<file path="config.mk">
export PLATFORM = sky130hd
export DESIGN_NAME = pkt_switch_router_flat
export DESIGN_NICKNAME = d
export VERILOG_FILES = /design/src/rtl/pkt_switch_router_pkg.sv /design/src/rtl/pkt_switch_router_if.sv /design/src/rtl/pkt_switch_router_fifo.sv /design/src/rtl/pkt_switch_router.sv /design/src/flat_wrapper.sv
export SDC_FILE = /design/constraint.sdc
export NUM_CORES = 1
export LEC_CHECK = 0
export BUFFER_PORTS_ARGS = -buffer_cell sky130_fd_sc_hd__buf_2
export CAP_MARGIN = 5
export CORE_UTILIZATION = 60
export DETAILED_ROUTE_END_ITERATION = 8
export PLACE_DENSITY = 0.85
export SLEW_MARGIN = 20
export SYNTH_ARGS = -nofsm -noshare
export SYNTH_HDL_FRONTEND = slang
export SYNTH_SLANG_ARGS = --single-unit
</file>
<file path="constraint.sdc">
create_clock -name fast_clk -period 6.9 [get_ports fast_clk]
set_input_delay 1.38 -clock fast_clk [delete_from_list [all_inputs] [get_ports fast_clk]]
set_output_delay 1.38 -clock fast_clk [all_outputs]
set_load 0.1 [all_outputs]
</file>
<file path="src/rtl/pkt_switch_router_pkg.sv">
// Shared types and helpers for the packet switch core.
// Receive FSM states, frame field positions and broadcast DA detection.
package pkt_switch_router_pkg;

    typedef enum logic [1:0] {
        S_DA,
        S_SA,
        S_LEN,
        S_PAY
    } rx_state_t;

    localparam int FLD_DA    = 0;
    localparam int FLD_SA    = 1;
    localparam int FLD_LEN   = 2;
    localparam int HDR_BYTES = 3;

    // True when the low w bits of da are all ones (the broadcast DA).
    function automatic logic is_bcast(input logic [31:0] da, input int unsigned w);
        logic [31:0] m;
        m = (w >= 32) ? '1 : ((32'd1 << w) - 32'd1);
        return (da & m) == m;
    endfunction

endpackage

</file>
<file path="src/rtl/pkt_switch_router_if.sv">
// Bus bundle of the packet switch: config port, ingress stream, egress ports.
// master drives config/ingress/pops, slave is the switch core.
interface pkt_switch_router_if #(
    parameter int DATA_W    = 8,
    parameter int NUM_PORTS = 4
);
    localparam int CFG_AW = $clog2(NUM_PORTS + 1);

    logic                        mem_en;
    logic                        mem_rd_wr;
    logic [CFG_AW-1:0]           mem_addr;
    logic [DATA_W-1:0]           mem_wdata;
    logic [DATA_W-1:0]           mem_rdata;
    logic                        data_valid;
    logic [DATA_W-1:0]           data;
    logic                        data_stall;
    logic [NUM_PORTS-1:0]        port_read;
    logic [NUM_PORTS-1:0]        port_ready;
    logic [NUM_PORTS*DATA_W-1:0] port_data;

    modport master (
        output mem_en, mem_rd_wr, mem_addr, mem_wdata,
        output data_valid, data, port_read,
        input  mem_rdata, data_stall, port_ready, port_data
    );

    modport slave (
        input  mem_en, mem_rd_wr, mem_addr, mem_wdata,
        input  data_valid, data, port_read,
        output mem_rdata, data_stall, port_ready, port_data
    );

endinterface

</file>
<file path="src/rtl/pkt_switch_router_fifo.sv">
// First-word-fall-through synchronous FIFO for one egress port.
// Head word is visible while non-empty; reads 0 when empty.
module pkt_switch_router_fifo #(
    parameter int DATA_W = 8,
    parameter int DEPTH  = 16
) (
    input  logic              clk_i,
    input  logic              rst_ni,
    input  logic              push_i,
    input  logic              pop_i,
    input  logic [DATA_W-1:0] din_i,
    output logic [DATA_W-1:0] dout_o,
    output logic              full_o,
    output logic              empty_o
);
    localparam int AW = $clog2(DEPTH);

    logic [DATA_W-1:0] mem_q [DEPTH];
    logic [AW:0]       wr_ptr_q;
    logic [AW:0]       rd_ptr_q;
    logic [AW:0]       count;
    logic              do_push;
    logic              do_pop;

    assign count   = wr_ptr_q - rd_ptr_q;
    assign full_o  = (count == (AW+1)'(DEPTH));
    assign empty_o = (count == '0);
    // Push is gated by the registered full even if a pop happens this cycle.
    assign do_push = push_i && !full_o;
    assign do_pop  = pop_i && !empty_o;
    assign dout_o  = empty_o ? '0 : mem_q[rd_ptr_q[AW-1:0]];

    always_ff @(posedge clk_i) begin
        if (do_push) begin
            mem_q[wr_ptr_q[AW-1:0]] <= din_i;
        end
    end

    always_ff @(posedge clk_i or negedge rst_ni) begin
        if (!rst_ni) begin
            wr_ptr_q <= '0;
            rd_ptr_q <= '0;
        end else begin
            if (do_push) wr_ptr_q <= wr_ptr_q + 1'b1;
            if (do_pop)  rd_ptr_q <= rd_ptr_q + 1'b1;
        end
    end

endmodule

</file>
<file path="src/rtl/pkt_switch_router.sv">
// Packet switch core: DA match against port address registers, per-port
// egress FIFOs, broadcast delivery and a saturating drop counter.
module pkt_switch_router
    import pkt_switch_router_pkg::*;
#(
    parameter int DATA_W     = 8,
    parameter int NUM_PORTS  = 4,
    parameter int FIFO_DEPTH = 16,
    parameter bit BCAST_EN   = 1'b1
) (
    input  logic              fast_clk,
    input  logic              reset_b,
    pkt_switch_router_if.slave bus
);
    localparam int CFG_AW = $clog2(NUM_PORTS + 1);

    rx_state_t            state_q;
    logic [NUM_PORTS-1:0] tgt_mask_q;
    logic                 drop_q;
    logic [DATA_W-1:0]    rem_q;
    logic [DATA_W-1:0]    port_addr_q [NUM_PORTS];
    logic [DATA_W-1:0]    drop_cnt_q;
    logic [DATA_W-1:0]    rdata_q;

    logic [NUM_PORTS-1:0] match_mask;
    logic [NUM_PORTS-1:0] fifo_full;
    logic [NUM_PORTS-1:0] fifo_empty;
    logic [NUM_PORTS-1:0] push;
    logic [DATA_W-1:0]    fifo_dout [NUM_PORTS];
    logic [DATA_W-1:0]    rd_mux;
    logic                 stall;
    logic                 accept;
    logic                 cfg_wr;
    logic                 cfg_rd;

    // Lowest matching port wins, so iterate downwards and let it overwrite.
    always_comb begin
        match_mask = '0;
        if (BCAST_EN && is_bcast(32'(bus.data), DATA_W)) begin
            match_mask = '1;
        end else begin
            for (int p = NUM_PORTS - 1; p >= 0; p--) begin
                if (port_addr_q[p] == bus.data) begin
                    match_mask    = '0;
                    match_mask[p] = 1'b1;
                end
            end
        end
    end

    always_comb begin
        if (state_q == S_DA) begin
            stall = |(match_mask & fifo_full);
        end else begin
            stall = |(tgt_mask_q & fifo_full) && !drop_q;
        end
    end

    assign accept = bus.data_valid && !stall;

    always_comb begin
        push = '0;
        if (accept) begin
            if (state_q == S_DA) begin
                push = match_mask;
            end else if (!drop_q) begin
                push = tgt_mask_q;
            end
        end
    end

    always_ff @(posedge fast_clk or negedge reset_b) begin
        if (!reset_b) begin
            state_q    <= S_DA;
            tgt_mask_q <= '0;
            drop_q     <= 1'b0;
            rem_q      <= '0;
            drop_cnt_q <= '0;
        end else if (accept) begin
            unique case (state_q)
                S_DA: begin
                    tgt_mask_q <= match_mask;
                    drop_q     <= (match_mask == '0);
                    if (match_mask == '0 && drop_cnt_q != '1) begin
                        drop_cnt_q <= drop_cnt_q + 1'b1;
                    end
                    state_q <= S_SA;
                end
                S_SA: state_q <= S_LEN;
                S_LEN: begin
                    rem_q   <= bus.data;
                    state_q <= (bus.data == '0) ? S_DA : S_PAY;
                end
                S_PAY: begin
                    rem_q <= rem_q - 1'b1;
                    if (rem_q == DATA_W'(1)) state_q <= S_DA;
                end
                default: state_q <= S_DA;
            endcase
        end
    end

    assign cfg_wr = bus.mem_en && bus.mem_rd_wr;
    assign cfg_rd = bus.mem_en && !bus.mem_rd_wr;

    always_comb begin
        rd_mux = '0;
        if (bus.mem_addr == CFG_AW'(NUM_PORTS)) begin
            rd_mux = drop_cnt_q;
        end
        for (int p = 0; p < NUM_PORTS; p++) begin
            if (bus.mem_addr == CFG_AW'(p)) rd_mux = port_addr_q[p];
        end
    end

    always_ff @(posedge fast_clk or negedge reset_b) begin
        if (!reset_b) begin
            for (int p = 0; p < NUM_PORTS; p++) begin
                port_addr_q[p] <= DATA_W'(p);
            end
            rdata_q <= '0;
        end else begin
            for (int p = 0; p < NUM_PORTS; p++) begin
                if (cfg_wr && bus.mem_addr == CFG_AW'(p)) begin
                    port_addr_q[p] <= bus.mem_wdata;
                end
            end
            if (cfg_rd) rdata_q <= rd_mux;
        end
    end

    for (genvar g = 0; g < NUM_PORTS; g++) begin : g_port
        pkt_switch_router_fifo #(
            .DATA_W (DATA_W),
            .DEPTH  (FIFO_DEPTH)
        ) u_fifo (
            .clk_i   (fast_clk),
            .rst_ni  (reset_b),
            .push_i  (push[g]),
            .pop_i   (bus.port_read[g]),
            .din_i   (bus.data),
            .dout_o  (fifo_dout[g]),
            .full_o  (fifo_full[g]),
            .empty_o (fifo_empty[g])
        );
        assign bus.port_data[g*DATA_W +: DATA_W] = fifo_dout[g];
    end

    assign bus.mem_rdata  = rdata_q;
    assign bus.data_stall = stall;
    assign bus.port_ready = ~fifo_empty;

endmodule

</file>
<file path="src/flat_wrapper.sv">
// flat-port wrapper written by rule: the top's interface ports become plain ports
module pkt_switch_router_flat import pkt_switch_router_pkg::*;
#(
    parameter int DATA_W     = 8,
    parameter int NUM_PORTS  = 4,
    parameter int FIFO_DEPTH = 16,
    parameter bit BCAST_EN   = 1'b1
)
  (fast_clk, reset_b, bus_mem_en, bus_mem_rd_wr, bus_mem_addr, bus_mem_wdata, bus_data_valid, bus_data, bus_port_read, bus_mem_rdata, bus_data_stall, bus_port_ready, bus_port_data);
  pkt_switch_router_if #(.DATA_W(DATA_W), .NUM_PORTS(NUM_PORTS)) bus_i ();
  input  logic fast_clk;
  input  logic reset_b;
  input wire logic [$bits(bus_i.mem_en)-1:0] bus_mem_en;
  input wire logic [$bits(bus_i.mem_rd_wr)-1:0] bus_mem_rd_wr;
  input wire logic [$bits(bus_i.mem_addr)-1:0] bus_mem_addr;
  input wire logic [$bits(bus_i.mem_wdata)-1:0] bus_mem_wdata;
  input wire logic [$bits(bus_i.data_valid)-1:0] bus_data_valid;
  input wire logic [$bits(bus_i.data)-1:0] bus_data;
  input wire logic [$bits(bus_i.port_read)-1:0] bus_port_read;
  output wire logic [$bits(bus_i.mem_rdata)-1:0] bus_mem_rdata;
  output wire logic [$bits(bus_i.data_stall)-1:0] bus_data_stall;
  output wire logic [$bits(bus_i.port_ready)-1:0] bus_port_ready;
  output wire logic [$bits(bus_i.port_data)-1:0] bus_port_data;
  assign bus_i.mem_en = bus_mem_en;
  assign bus_i.mem_rd_wr = bus_mem_rd_wr;
  assign bus_i.mem_addr = bus_mem_addr;
  assign bus_i.mem_wdata = bus_mem_wdata;
  assign bus_i.data_valid = bus_data_valid;
  assign bus_i.data = bus_data;
  assign bus_i.port_read = bus_port_read;
  assign bus_mem_rdata = bus_i.mem_rdata;
  assign bus_data_stall = bus_i.data_stall;
  assign bus_port_ready = bus_i.port_ready;
  assign bus_port_data = bus_i.port_data;
  pkt_switch_router #(.DATA_W(DATA_W), .NUM_PORTS(NUM_PORTS), .FIFO_DEPTH(FIFO_DEPTH), .BCAST_EN(BCAST_EN)) u_core (.fast_clk(fast_clk), .reset_b(reset_b), .bus(bus_i));
endmodule
</file>
## Yosys cells after proc, flatten, opt, wreduce, memory -nomap -nowiden

Memory sizes are Yosys's and may differ from the RTL's.
Index checks and enable logic that the tools add are counted.

- Add/sub/neg operators: 14
- Multipliers: 0
- Divide/modulo/power cells: 0
- Order comparisons: 0
- Eq/ne operators: 19
- Shift operators: 0
- Mux-type cells: 30
- Bitwise gates (word level): 3
- Reductions and logical operators: 43

Operators with widths:

| cell | number |
|---|---|
| 8-bit two-way mux | 9 |
| 5-bit by 1-bit adder with 5-bit output (second input constant) | 8 |
| 8-bit == test | 4 |
| 4-bit two-way mux | 8 |
| 5-bit == test (second input constant) | 4 |
| 5-bit logical NOT | 4 |
| 5-bit subtractor | 4 |
| 1-bit logical AND | 17 |
| 8-bit case mux with 2 select lines | 1 |
| 1-bit logical NOT | 11 |
| 1-bit two-way mux | 9 |
| 8-bit by 1-bit adder with 8-bit output (second input constant) | 1 |
| 4-bit AND | 2 |
| 8-bit by 1-bit == test with 1-bit output (second input constant) | 1 |
| 8-bit == test (second input constant) | 1 |
| 8-bit logical NOT | 1 |
| 8-bit != test (second input constant) | 1 |
| 2-bit case mux with 4 select lines | 1 |
| 4-bit OR reduction | 2 |
| 8-bit by 1-bit subtractor with 8-bit output (second input constant) | 1 |
| 3-bit by 2-bit == test with 1-bit output (second input constant) | 2 |
| 2-bit AND reduction | 3 |
| 2-bit == test (second input constant) | 2 |
| 4-bit logical NOT | 1 |
| 10 further kinds | 11 |

- Bits in registers: 103
- Latch bits: 0
- Memory bits (writable): 512
- Bits in read-only memories: 0
- Input port bits: 28
- Output and inout bits: 45
- Word-level logic and storage cells: 131
- Memories kept: 4

Memories:

| memory | words | width | rd ports | clocked after memory_dff | wr ports | line | RTL |
|---|---|---|---|---|---|---|---|
| u_core.g_port[0].u_fifo.mem_q | 16 | 8 | 1 | 0 | 1 | pkt_switch_router_fifo.sv:18 | `logic [DATA_W-1:0] mem_q [DEPTH];` |
| u_core.g_port[1].u_fifo.mem_q | 16 | 8 | 1 | 0 | 1 | pkt_switch_router_fifo.sv:18 |  |
| u_core.g_port[2].u_fifo.mem_q | 16 | 8 | 1 | 0 | 1 | pkt_switch_router_fifo.sv:18 |  |
| u_core.g_port[3].u_fifo.mem_q | 16 | 8 | 1 | 0 | 1 | pkt_switch_router_fifo.sv:18 |  |

## Longest topological paths before layout

- Depth after elaboration: 15
- Mapped depth: 13
- Depth with buffers taken out: 10

## Hierarchy

Synthesis repeated with hierarchy kept, for this count alone.

- Cell total of the unflattened synthesis: 1605
- Area, all modules: 26683.1 sq um

By module, submodules not included:

| module | times used | cells an instance | area each (sq um) | seq. area each (sq um) |
|---|---|---|---|---|
| pkt_switch_router_fifo at u_core.g_port[0].u_fifo ... | 3 | 311 | 5703.0 | 4093.9 |
| pkt_switch_router_fifo at u_core.g_port[3].u_fifo | 1 | 309 | 5693.0 | 4093.9 |
| pkt_switch_router | 1 | 363 | 3881.2 | 1581.5 |

## Worst setup path after synthesis

Ideal clock, no wire load.

- Path type: input port to output port
- Start: in bus_data[2]
- End: out bus_data_stall
- Arrival time: 3.637 ns
- Required time: 5.520 ns
- Path slack: 1.883 ns
- Stages on the path: 8
- Buffers on the path: 1
- Cell sequence: buf_4 > xor2_1 > nor4_1 > o211ai_1 > o31ai_1 > nor3b_4 > or2_4 > a211o_1

- Cells in the longest elaborated chain, start to end: 9
- Elaborated cells on any way between the ends: 13
- Classes of those cells: eq/ne (5); mux (6); bitwise (1); reduce/logical (1)

Ends and longest elaborated chain:

| element | line | RTL |
|---|---|---|
| from (decl) | flat_wrapper.sv:18 | `input wire logic [$bits(bus_i.data)-1:0] bus_data;` |
| 8-bit == test | pkt_switch_router.sv:43 | `if (port_addr_q[p] == bus.data) begin` |
| 4-bit two-way mux (4 in a row) | pkt_switch_router.sv:43 |  |
| 4-bit two-way mux * | pkt_switch_router.sv:39 | `if (BCAST_EN && is_bcast(32'(bus.data), DATA_W)) begin` |
| 4-bit AND * | pkt_switch_router.sv:53 | `stall = \|(match_mask & fifo_full);` |
| 4-bit OR reduction * | pkt_switch_router.sv:53 |  |
| 1-bit two-way mux * | pkt_switch_router.sv:52 | `if (state_q == S_DA) begin` |
| to (decl) | flat_wrapper.sv:21 | `output wire logic [$bits(bus_i.data_stall)-1:0] bus_data_stall;` |

Every way passes the cells marked *; elsewhere a longest branch is shown, timed or not.

## Final worst setup path

- Start: in bus_data[1]
- End: out bus_data_stall

The elaborated chain is that of the path after synthesis.

==> implementation parameters <==
Parameter                              Value

Status
  Status ... complete, no violations

Place
  Gpl congestion ... 0.895
  Detailed placement HPWL ... ~36,000 um
  IO buf count ... 72
  Dpl cell area ... roughly 27,000 um2
  Post-Place Cells ... 2,057

Final layout
  Count of antenna diodes in the layout ... 0
  Synth-to-layout area growth ... 10.7%
  Multi-input combinational cell area ... 7810 um2
  Layout fillers ... 2,639
  Final Net Count ... between 1.5k and 2k
  Storage cell area ... ~18,000 um2
  Non-Filler Cell Area, Final ... 29,000 um2
  Final cell count without fillers ... about 2.2k
  Fraction of final layout cells sized beyond drive strength 1 ... 27.3%
  Final cell utilization of the core ... approximately 67%

Synthesis
  Yosys synthesis warning count ... 0
  Cells taking the most area after synthesis ... sky130_fd_sc_hd__edfxtp_1 (59%), sky130_fd_sc_hd__mux4_2 (14%), sky130_fd_sc_hd__dfrtp_1 (9.5%), sky130_fd_sc_hd__ha_1 (1.9%), sky130_fd_sc_hd__xnor2_1 (1.8%)
  Number of cells produced by synthesis ... roughly 1.4k
  Dominant cell by count in the synthesized netlist ... sky130_fd_sc_hd__edfxtp_1
  Post-Synthesis Mean Instance Area ... 18.2 um2
  Fraction of the yosys area taken by sequential cells ... around 69%
  Async set or reset register ratio after synthesis ... 16.7%
  Share of Yosys cell area claimed by the top area cell type ... approximately 59%
  Synth top cells by count ... sky130_fd_sc_hd__edfxtp_1 (512), sky130_fd_sc_hd__mux4_2 (160), sky130_fd_sc_hd__dfrtp_1 (99)
  Top cell type by total area after synthesis ... sky130_fd_sc_hd__edfxtp_1
  Syn_nets ... 1,508
  Count of different cell masters after synthesis ... 70
  Mapped Area ... between 20,000 and 30,000 um2
  Prevailing post-synth register cell ... sky130_fd_sc_hd__edfxtp_1
  Number of storage elements in the synthesis netlist ... roughly 620
  Number of enable flip-flop cells after synthesis ... roughly 510

CTS
  Latest clock arrival within the worst-skew pair ... between 0.6 and 0.7 ns
  Post-CTS Repair Setup Buffers ... 0
  Cts-stage hold buffer count ... 0
  CTS resizes ... 0
  Max Buffers Root-to-Sink ... 3
  Deepest level of the CTS H-tree ... 2
  Clock Pin Slew Worst Setup and Hold Paths ... 0.06 ns
  CTS tree ... built
  Clock tree root buffer cell ... sky130_fd_sc_hd__clkbuf_16
  Clock sink count ... slightly above 600
  Number of buffers added by the clock tree synthesis step ... 58

Critical path
  Sum of buffers and inverters on the critical path ... 2
  Crit path launch type ... input pin
  Dominant delay contributor by cell family on the critical path ... buffers and inverters
  Required arrival time at the worst endpoint ... about 5.5 ns
  CP max stage cell ... sky130_fd_sc_hd__buf_2
  Capturing element type of the critical path ... output port
  Critical path, cell by cell ... buf_2, xor2_1, nor4_1, o211ai_1, o31ai_1, nor3b_4, or2_4, a211o_1, buf_2
  Crit path largest cell delay ... ~0.71 ns
  Critical Path Source ... bus_data[1]
  Highest net fanout along the worst path ... 44
  Worst EP arrival ... roughly 4.5 ns
  Crit path kind ... input pin to output port
  Worst reg2reg startpoint ... u_core.g_port[3].u_fifo.rd_ptr_q[2]
  Most used cell along the critical path ... sky130_fd_sc_hd__buf_2

Floorplanning
  Placeable Area ... roughly 43,000 um2
  Count of pins on the block boundary ... 73
  Width of the die ... between 200 and 250 um
  Die area ... between 40,000 and 50,000 um2
  Number of rows created at floorplan ... 76
  Die Span Y ... 211 um
  Initial Util ... between 60% and 70%

Hold path
  Type of the most critical hold path ... flop to flop
  Launch instance of the worst min-delay path ... u_core.bus.mem_rdata[2]

Drt
  Count of antenna-violating nets left after detailed routing ... 0
  Wire length per cell ... between 20 and 30 um
  Remaining DRCs ... 0
  Post-detailed-route via-to-cell ratio ... roughly 6.5
  Pre-antenna DRT Iters ... 7
  Number of DRC markers in iteration 0 ... ~1.9k
  DR vias ... around 14k
  Total routed wirelength ... 59,500 um

Global routing
  Largest net degree at the start of global routing ... 65
  Number of global-route vias before repair ... between 10k and 15k
  Wire length of the first global-routing pass ... just over 90,000 um
  Antenna violations before repair ... 3
  GRT Resource Usage Total ... between 20% and 30%
  Remaining global-route overflow ... 0

STA
  Post-route clock period utilization ... about 85%
  Final max-slew violation count ... 0
  Final Setup Violations ... 0
  Unrepaired setup endpoints after global routing ... no
  Worst Tran Pin Value ... around 1.0 ns
  Headroom to the max-slew limit ... approximately 31%
  Number of hold-slack violations in the final timing report ... 0
  Setup tns final ... 0 ns
  Final critical-path required period ... between 5 and 6 ns
  Post-route clock skew ... 0.0258 ns
  Max Clk Rate ... around 0.17 GHz

Power
  Worst supply voltage drop on vdd ... a little under 0.4 mV
  Reported net switching power ... between 0.004 and 0.005 W
  Leakage power summed over all cells ... between 10 and 15 nW
  Share of total power in combinational logic ... between 30% and 40%
  Total internal power ... around 0.0074 W
  Fraction of power spent switching nets ... approximately two fifths
  Clock network fraction of design power ... roughly 25%
  Pwr per Cell Area ... 415 nW/um2
  Share of power burned in registers ... between 30% and 40%

Run
  Max-cap check violation count ... 0
layer usage:
layer	up-vias	track usage [%]	routed length (um)	part of all wire, %
met5	-	0.667	26	0.044
met2	849	45.9	29700	50
met1	7316	38.0	22500	38
met4	4	9.17	1870	3.1
li1	5864	-	-	-
met3	145	5.43	5370	9.0
tightest hold or removal path: cells and delay by family, from the launching register on:
family           cells  cell delay (ns)
AO/OA/AOI/OAI        1             0.07
AND/OR/NAND/NOR      1             0.04
flip-flops           1             0.34
layout by cell type, fill, tap and decap left out, types with 11 or more instances in the layout:
cell                          n
sky130_fd_sc_hd__o21ai_0     21
sky130_fd_sc_hd__mux4_2     160
sky130_fd_sc_hd__clkbuf_16   58
sky130_fd_sc_hd__nand2b_1    11
sky130_fd_sc_hd__nand2_1     51
sky130_fd_sc_hd__nor2_1      47
sky130_fd_sc_hd__ha_1        39
sky130_fd_sc_hd__nor2b_1     48
sky130_fd_sc_hd__a21oi_1     28
sky130_fd_sc_hd__mux2i_1     13
sky130_fd_sc_hd__nand4_1     17
sky130_fd_sc_hd__dfrtp_1     95
sky130_fd_sc_hd__nor3_2      11
sky130_fd_sc_hd__mux2_2      40
sky130_fd_sc_hd__inv_1       38
sky130_fd_sc_hd__and3_1      30
sky130_fd_sc_hd__buf_2       71
sky130_fd_sc_hd__xnor2_1     55
sky130_fd_sc_hd__nand3_1     20
sky130_fd_sc_hd__xor2_1      17
sky130_fd_sc_hd__edfxtp_1   512
sky130_fd_sc_hd__clkbuf_1    21
sky130_fd_sc_hd__buf_4       26
path summary, 6_finish.rpt:
path / end / slack, ns / cells after the start
worst max-delay path: bus_data_stall / 1.03 / 9
worst min-delay path: u_core.bus.mem_rdata[2] / 0.49 / 2
worst max register to register: u_core.g_port[3].u_fifo.mem_q[11][2] / 2.45 / 10
worst min register to register: u_core.bus.mem_rdata[2] / 0.49 / 2
max in group asynchronous: u_core.g_port[3].u_fifo.rd_ptr_q[0] / 4.81 / 2
min in group asynchronous: u_core.g_port[0].u_fifo.rd_ptr_q[3] / 0.77 / 1
power by group through the flow:
stage,clock [W],sequential [W],combinational (W)
floorplan,0,0.00445,0.00371
global placement,0,0.00449,0.00446
detailed placement,0,0.00451,0.00456
CTS,0.00306,0.00444,0.00461
global route,0.00320,0.00446,0.00480
finish,0.00302,0.00445,0.00458
per-stage QoR:
step                      hold slack, ns  setup slack (ns)  power (W)
after floorplan                    0.463              1.88    0.00817
after global placement             0.464              1.21    0.00895
after detailed placement           0.472              1.11    0.00907
after CTS                          0.492              1.03     0.0121
after global routing               0.518             0.829     0.0125
final                              0.486              1.03     0.0120
cell families (layout without fill, tap and decap cells):
group	count (synthesis)	in the layout	share of synthesized area, %
flip-flops	615	615	68.5
adder cells (fa/ha/maj)	39	39	1.86
AND/OR/NAND/NOR	284	284	6.22
AO/OA/AOI/OAI	98	98	2.43
multiplexers	217	217	16.2
XOR/XNOR	80	80	2.95
buffers and inverters	108	247	1.83
layout make-up:
| cell class | instances | share of cell area (%) |
|---|---|---|
| Clock buffer | 85 | 5.56 |
| Clock inverter | 23 | 0.617 |
| Inverter | 42 | 0.544 |
| Multi-Input combinational cell | 718 | 26.9 |
| Sequential cell | 615 | 61.9 |
| Tap cell | 585 | 2.52 |
| Timing Repair Buffer | 97 | 1.90 |
flip-flops by register name, summed over array words and instances, names as in the netlist:
| name | flops |
|---|---|
| u_core.g_port.u_fifo.wr_ptr_q | 20 |
| u_core.tgt_mask_q | 4 |
| u_core.state_q | 2 |
| u_core.port_addr_q | 32 |
| u_core.drop_q | 1 |
| u_core.g_port.u_fifo.rd_ptr_q | 20 |
| u_core.g_port.u_fifo.mem_q | 512 |
| u_core.rem_q | 8 |
| u_core.drop_cnt_q | 8 |
| u_core.bus.mem_rdata | 8 |
(Power assumes the default switching activity.)
